File: src/rtl/control_unit.sv
// RV32I main + ALU decoder with sticky illegal-instruction flag (optional branch stats: CU_BRANCH_STATS_EN).
// Latency: decode is combinational (0 cycles); IllegalSeen/BranchTaken update on the rising clk edge.
// Backpressure: none; outputs always reflect the current Instr, Zero and Negative.
module control_unit (
    input  logic        clk,
    input  logic        reset,
    input  logic [31:0] Instr,
    input  logic        Zero,
    input  logic        Negative,
    output logic        RegWrite,
    output logic        ALUSrc,
    output logic        MemWrite,
    output logic [1:0]  ResultSrc,
    output logic [1:0]  PCSrc,
    output logic [2:0]  ImmSrc,
    output logic [4:0]  ALUControl,
    output logic        IllegalInstr,
    output logic        IllegalSeen
`ifdef CU_BRANCH_STATS_EN
    ,
    output logic [31:0] BranchTaken
`endif
);

    localparam logic [6:0] OP_R      = 7'b0110011;
    localparam logic [6:0] OP_I_ALU  = 7'b0010011;
    localparam logic [6:0] OP_LOAD   = 7'b0000011;
    localparam logic [6:0] OP_STORE  = 7'b0100011;
    localparam logic [6:0] OP_BRANCH = 7'b1100011;
    localparam logic [6:0] OP_JAL    = 7'b1101111;
    localparam logic [6:0] OP_JALR   = 7'b1100111;
    localparam logic [6:0] OP_LUI    = 7'b0110111;

    localparam logic [6:0] F7_BASE = 7'b0000000;
    localparam logic [6:0] F7_ALT  = 7'b0100000;

    localparam logic [4:0] ALU_ADD  = 5'b00000;
    localparam logic [4:0] ALU_SUB  = 5'b00001;
    localparam logic [4:0] ALU_AND  = 5'b00010;
    localparam logic [4:0] ALU_OR   = 5'b00011;
    localparam logic [4:0] ALU_XOR  = 5'b00100;
    localparam logic [4:0] ALU_SLL  = 5'b00101;
    localparam logic [4:0] ALU_SRL  = 5'b00110;
    localparam logic [4:0] ALU_SRA  = 5'b00111;
    localparam logic [4:0] ALU_SLT  = 5'b01000;
    localparam logic [4:0] ALU_SLTU = 5'b01001;

    localparam logic [2:0] IMM_I = 3'b000;
    localparam logic [2:0] IMM_S = 3'b001;
    localparam logic [2:0] IMM_B = 3'b010;
    localparam logic [2:0] IMM_J = 3'b011;
    localparam logic [2:0] IMM_U = 3'b100;

    localparam logic [1:0] RES_ALU = 2'b00;
    localparam logic [1:0] RES_MEM = 2'b01;
    localparam logic [1:0] RES_PC4 = 2'b10;
    localparam logic [1:0] RES_IMM = 2'b11;

    localparam logic [1:0] PC_PLUS4 = 2'b00;
    localparam logic [1:0] PC_REL   = 2'b01;
    localparam logic [1:0] PC_ALU   = 2'b10;

    typedef struct packed {
        logic       reg_write;
        logic       alu_src;
        logic       mem_write;
        logic [1:0] result_src;
        logic [1:0] pc_src;
        logic [2:0] imm_src;
        logic [4:0] alu_ctrl;
    } ctrl_t;

    logic [6:0] opcode;
    logic [2:0] funct3;
    logic [6:0] funct7;
    ctrl_t      ctrl;
    logic       illegal;
    logic       unused_instr_bits;

    assign opcode = Instr[6:0];
    assign funct3 = Instr[14:12];
    assign funct7 = Instr[31:25];
    assign unused_instr_bits = ^{Instr[24:15], Instr[11:7]};

    always_comb begin
        ctrl    = '0;
        illegal = 1'b0;
        case (opcode)
            OP_R: begin
                ctrl.reg_write = 1'b1;
                if (funct7 == F7_BASE) begin
                    case (funct3)
                        3'b000:  ctrl.alu_ctrl = ALU_ADD;
                        3'b001:  ctrl.alu_ctrl = ALU_SLL;
                        3'b010:  ctrl.alu_ctrl = ALU_SLT;
                        3'b011:  ctrl.alu_ctrl = ALU_SLTU;
                        3'b100:  ctrl.alu_ctrl = ALU_XOR;
                        3'b101:  ctrl.alu_ctrl = ALU_SRL;
                        3'b110:  ctrl.alu_ctrl = ALU_OR;
                        default: ctrl.alu_ctrl = ALU_AND;
                    endcase
                end else if (funct7 == F7_ALT && funct3 == 3'b000) begin
                    ctrl.alu_ctrl = ALU_SUB;
                end else if (funct7 == F7_ALT && funct3 == 3'b101) begin
                    ctrl.alu_ctrl = ALU_SRA;
                end else begin
                    illegal = 1'b1;
                end
            end
            OP_I_ALU: begin
                ctrl.reg_write = 1'b1;
                ctrl.alu_src   = 1'b1;
                ctrl.imm_src   = IMM_I;
                // funct7 is immediate data except on the shift forms
                case (funct3)
                    3'b000: ctrl.alu_ctrl = ALU_ADD;
                    3'b001: begin
                        ctrl.alu_ctrl = ALU_SLL;
                        illegal       = (funct7 != F7_BASE);
                    end
                    3'b010: ctrl.alu_ctrl = ALU_SLT;
                    3'b011: ctrl.alu_ctrl = ALU_SLTU;
                    3'b100: ctrl.alu_ctrl = ALU_XOR;
                    3'b101: begin
                        if (funct7 == F7_BASE)     ctrl.alu_ctrl = ALU_SRL;
                        else if (funct7 == F7_ALT) ctrl.alu_ctrl = ALU_SRA;
                        else                       illegal       = 1'b1;
                    end
                    3'b110:  ctrl.alu_ctrl = ALU_OR;
                    default: ctrl.alu_ctrl = ALU_AND;
                endcase
            end
            OP_LOAD: begin
                ctrl.reg_write  = 1'b1;
                ctrl.alu_src    = 1'b1;
                ctrl.imm_src    = IMM_I;
                ctrl.alu_ctrl   = ALU_ADD;
                ctrl.result_src = RES_MEM;
                illegal         = (funct3 != 3'b010);
            end
            OP_STORE: begin
                ctrl.mem_write = 1'b1;
                ctrl.alu_src   = 1'b1;
                ctrl.imm_src   = IMM_S;
                ctrl.alu_ctrl  = ALU_ADD;
                illegal        = (funct3 != 3'b010);
            end
            OP_BRANCH: begin
                ctrl.imm_src = IMM_B;
                // Unsigned compares use SLTU so Zero means "not less than"
                case (funct3)
                    3'b000: begin
                        ctrl.alu_ctrl = ALU_SUB;
                        ctrl.pc_src   = Zero ? PC_REL : PC_PLUS4;
                    end
                    3'b001: begin
                        ctrl.alu_ctrl = ALU_SUB;
                        ctrl.pc_src   = !Zero ? PC_REL : PC_PLUS4;
                    end
                    3'b100: begin
                        ctrl.alu_ctrl = ALU_SUB;
                        ctrl.pc_src   = Negative ? PC_REL : PC_PLUS4;
                    end
                    3'b101: begin
                        ctrl.alu_ctrl = ALU_SUB;
                        ctrl.pc_src   = !Negative ? PC_REL : PC_PLUS4;
                    end
                    3'b110: begin
                        ctrl.alu_ctrl = ALU_SLTU;
                        ctrl.pc_src   = !Zero ? PC_REL : PC_PLUS4;
                    end
                    3'b111: begin
                        ctrl.alu_ctrl = ALU_SLTU;
                        ctrl.pc_src   = Zero ? PC_REL : PC_PLUS4;
                    end
                    default: illegal = 1'b1;
                endcase
            end
            OP_JAL: begin
                ctrl.reg_write  = 1'b1;
                ctrl.imm_src    = IMM_J;
                ctrl.result_src = RES_PC4;
                ctrl.pc_src     = PC_REL;
            end
            OP_JALR: begin
                ctrl.reg_write  = 1'b1;
                ctrl.alu_src    = 1'b1;
                ctrl.imm_src    = IMM_I;
                ctrl.alu_ctrl   = ALU_ADD;
                ctrl.result_src = RES_PC4;
                ctrl.pc_src     = PC_ALU;
                illegal         = (funct3 != 3'b000);
            end
            OP_LUI: begin
                ctrl.reg_write  = 1'b1;
                ctrl.alu_src    = 1'b1;
                ctrl.imm_src    = IMM_U;
                ctrl.result_src = RES_IMM;
            end
            default: illegal = 1'b1;
        endcase
    end

    // An illegal instruction must not write state or redirect the PC
    assign {RegWrite, ALUSrc, MemWrite, ResultSrc, PCSrc, ImmSrc, ALUControl} =
        illegal ? '0 : ctrl;
    assign IllegalInstr = illegal;

    logic illegal_seen_q, illegal_seen_d;

    always_comb begin
        illegal_seen_d = illegal_seen_q | illegal;
    end

    always_ff @(posedge clk or posedge reset) begin
        if (reset) illegal_seen_q <= 1'b0;
        else       illegal_seen_q <= illegal_seen_d;
    end

    assign IllegalSeen = illegal_seen_q;

`ifdef CU_BRANCH_STATS_EN
    logic [31:0] branch_cnt_q, branch_cnt_d;
    logic        branch_taken;

    assign branch_taken = (opcode == OP_BRANCH) && (PCSrc == PC_REL);

    always_comb begin
        branch_cnt_d = branch_cnt_q;
        if (branch_taken) branch_cnt_d = branch_cnt_q + 32'd1;
    end

    always_ff @(posedge clk or posedge reset) begin
        if (reset) branch_cnt_q <= 32'd0;
        else       branch_cnt_q <= branch_cnt_d;
    end

    assign BranchTaken = branch_cnt_q;
`endif

endmodule

File: config.mk
export PLATFORM = sky130hd
export DESIGN_NAME = control_unit
export DESIGN_NICKNAME = d
export VERILOG_FILES = /design/src/rtl/control_unit.sv
export SDC_FILE = /design/constraint.sdc
export NUM_CORES = 1
export LEC_CHECK = 0
export CORE_ASPECT_RATIO = 1.2
export CORE_MARGIN = 2
export CORE_UTILIZATION = 35
export CTS_CLUSTER_DIAMETER = 60
export CTS_CLUSTER_SIZE = 40
export DETAILED_ROUTE_END_ITERATION = 16
export HOLD_SLACK_MARGIN = 0.03
export PLACE_DENSITY = 0.83
export SKIP_LAST_GASP = 1
export SYNTH_ARGS = -nofsm -noshare
export SYNTH_HDL_FRONTEND = slang
export SYNTH_SLANG_ARGS = --single-unit
File: constraint.sdc
create_clock -name clk -period 5.77 [get_ports clk]
set_input_delay 1.731 -clock clk [delete_from_list [all_inputs] [get_ports clk]]
set_output_delay 1.731 -clock clk [all_outputs]
set_load 0.01 [all_outputs]
==> summary.txt <==
outcome: finished clean
Setup CP Type: in2out
first drt pass iteration count: 4
CP endpoint: IllegalInstr
number of setup violations in the final report: 0
insertion delay to the later sink of the worst-skew pair: 0 ns
Vias: 954
Die Area: 2229 µm²
largest net degree at the start of global routing: 13
Pins Over Slew Limit: 0
nets: 188
Pwr Density: 53.02 nW/µm²
DRC marker count from the first detailed-route iteration: 32
share of cells above drive strength 1: 14.67%
first-pass GRT wire length: 3546 µm
Crit Path Max Fanout: 12
hpwl dp: 1800 µm
Synth async-reset ratio: 100.0%
CP dominant cell by count: clkdlybuf4s50_1
ANT cells: 0
Cell Chain, Critical Path: clkdlybuf4s50_1, nand3b_1, a2111oi_1, a31oi_1, o31ai_1, buf_4, or2_1, clkdlybuf4s50_1
vias per cell: 5.645
number of core rows: 17
Fin. Hold Viols: 0
Max Fclk: 173.8 MHz
cell depth of the worst flop-to-flop path: 1
WL final: 2196 µm
Initial Utilization: 36.12%
clock skew: 0 ns
TNS Setup: 0 ns
unrepaired setup endpoints after global routing: yes
reg2reg start: IllegalSeen
Port Buffers: 36
chip width: 43.44 µm
GR met1 Demand/Resource: 21.31%
gpl congestion: 0.9103
CP bufs+invs: 3
Max Cap Viol: 0
Mapped Cells: 106
hold_ws: 0.4593 ns
Final min period: 5.755 ns
IO Pins: 53
setup slack, reg-to-reg: 4.93 ns
Final ANT Viol Nets: 0
Layout area overhead: 72.80%
synth cell count leaders: nor2_1, nand2_1, nor3_1
Syn. warnings: 0
Worst EP arrival: 4.02 ns
Crit. Startpoint: Instr[5]
antenna violations before repair: 0
CP max stage cell: clkdlybuf4s50_1
crit path capture type: output port
Leak: 0.5317 nW
Reg-to-Reg End: IllegalSeen
Mapped Nets: 142
max FFs per register: 1
Post-synth EDFFs: 0
FF+latch count, synth: 1
Final Cycle Share: 99.74%
WP depth: 8
Max stage delay on crit path: 0.60 ns
vias in the first global route: 891
Post-CTS Setup Repair Bufs: 0
delay-heaviest family, CP: buffers and inverters
drt wl/cell: 12.99 µm
gr usage total: 19.40%
syn avg cell area: 6.162 µm²
die height: 51.32 µm
top-area cell type share of the netlist area: 8.046%
GR peak layer: met2
GRT overflow: 0
DRC errors left: 0
WP data required: 4.04 ns
Peak supply drop: 0.02790 mV
Setup crit start kind: input port
Netlist Area Pre-Place: 653.1 µm²
# hold bufs at CTS: 0
min-delay worst type: reg2reg
post-synth cell types: 38
total power: 0.05984 mW
Synth Flop Type: dfrtp_1
top-count cell post-synth: nor2_1
sequential element share of the synthesized area: 3.831%
core box area: 1808 µm²
met3 Usage GRT: 0.7067%
ranking of synthesized cells by area: nor2_1, nor3_1, nand2_1
Worst-path clk slew: 0 ns
post-synth top area cell: nor2_1
grt met2 use: 38.06%
what timing repair did:
item	in CTS	in global routing
endpoints found under the setup margin	1	8
gates resized for setup	1	8
pin swaps	0	0
cell usage in the layout (no fill, tap or decap), drive strengths merged, types with 2 or more instances in the layout:
cell and n:
nand3 4, a31oi 5, o32ai 2, nand3b 2, a21oi 6, or3 2, inv 6, xnor2 2
dlymetal6s2s 7, buf 17, nor3 10, clkdlybuf4s50 28, nor2 14, o21ai 3, a2111oi 2, and3 2
nand2b 5, nor3b 4, nand2 11
report_power, final:
group          leakage [nW]  switching (mW)  internal [mW]
clock                     0               0              0
combinational         0.523          0.0246         0.0281
sequential          0.00875               0        0.00714
total                 0.532          0.0246         0.0352
per-layer routing:
layer  share of wire [%]  wire (µm)
met5                   0          0
met1                  38        825
met3                 5.6        123
met4                0.73         16
met2                  56       1230
how the worst min path moves through the flow:
stage                 from          end  slack, ns  cells after the start
2_1_floorplan  IllegalSeen  IllegalSeen       0.51                      1
3_3_place_gp   IllegalSeen  IllegalSeen       0.46                      1
3_5_place_dp   IllegalSeen  IllegalSeen       0.47                      1
4_1_cts        IllegalSeen  IllegalSeen       0.47                      1
5_1_grt        IllegalSeen  IllegalSeen       0.49                      1
6_report       IllegalSeen  IllegalSeen       0.46                      1
final cells by class:
class	instances	area (µm²)
Fill cell	160	679.4
Inverter	6	22.52
Multi-Input combinational cell	90	553.0
Sequential cell	1	25.02
Tap cell	19	23.77
Timing Repair Buffer	53	504.2
kinds of logic (layout without fill, tap and decap cells):
logic type / count (synthesis) / after routing / share of synthesized area, %
AO/OA/AOI/OAI: 26 / 26 / 27.78
AND/OR/NAND/NOR: 60 / 60 / 52.11
XOR/XNOR: 3 / 3 / 4.024
other: 1 / 1 / 0.5742
flip-flops: 1 / 1 / 3.831
buffers and inverters: 15 / 59 / 11.69
stage by stage:
| step | utilization (%) | cell area (µm²) | setup WS (ns) | instances |
|---|---|---|---|---|
| 2_1_floorplan | - | 653.1 | 1.030 | 106 |
| 3_3_place_gp | 61.45 | 1111 | 0.03695 | 169 |
| 3_5_place_dp | 61.45 | 1111 | -0.01376 | 169 |
| 4_1_cts | 61.38 | 1110 | 0.05791 | 169 |
| 5_1_grt | 62.42 | 1129 | -0.1310 | 169 |
| 6_report | 62.42 | 1129 | 0.01521 | 169 |
No activity file was read; power rests on OpenSTA's default activity.
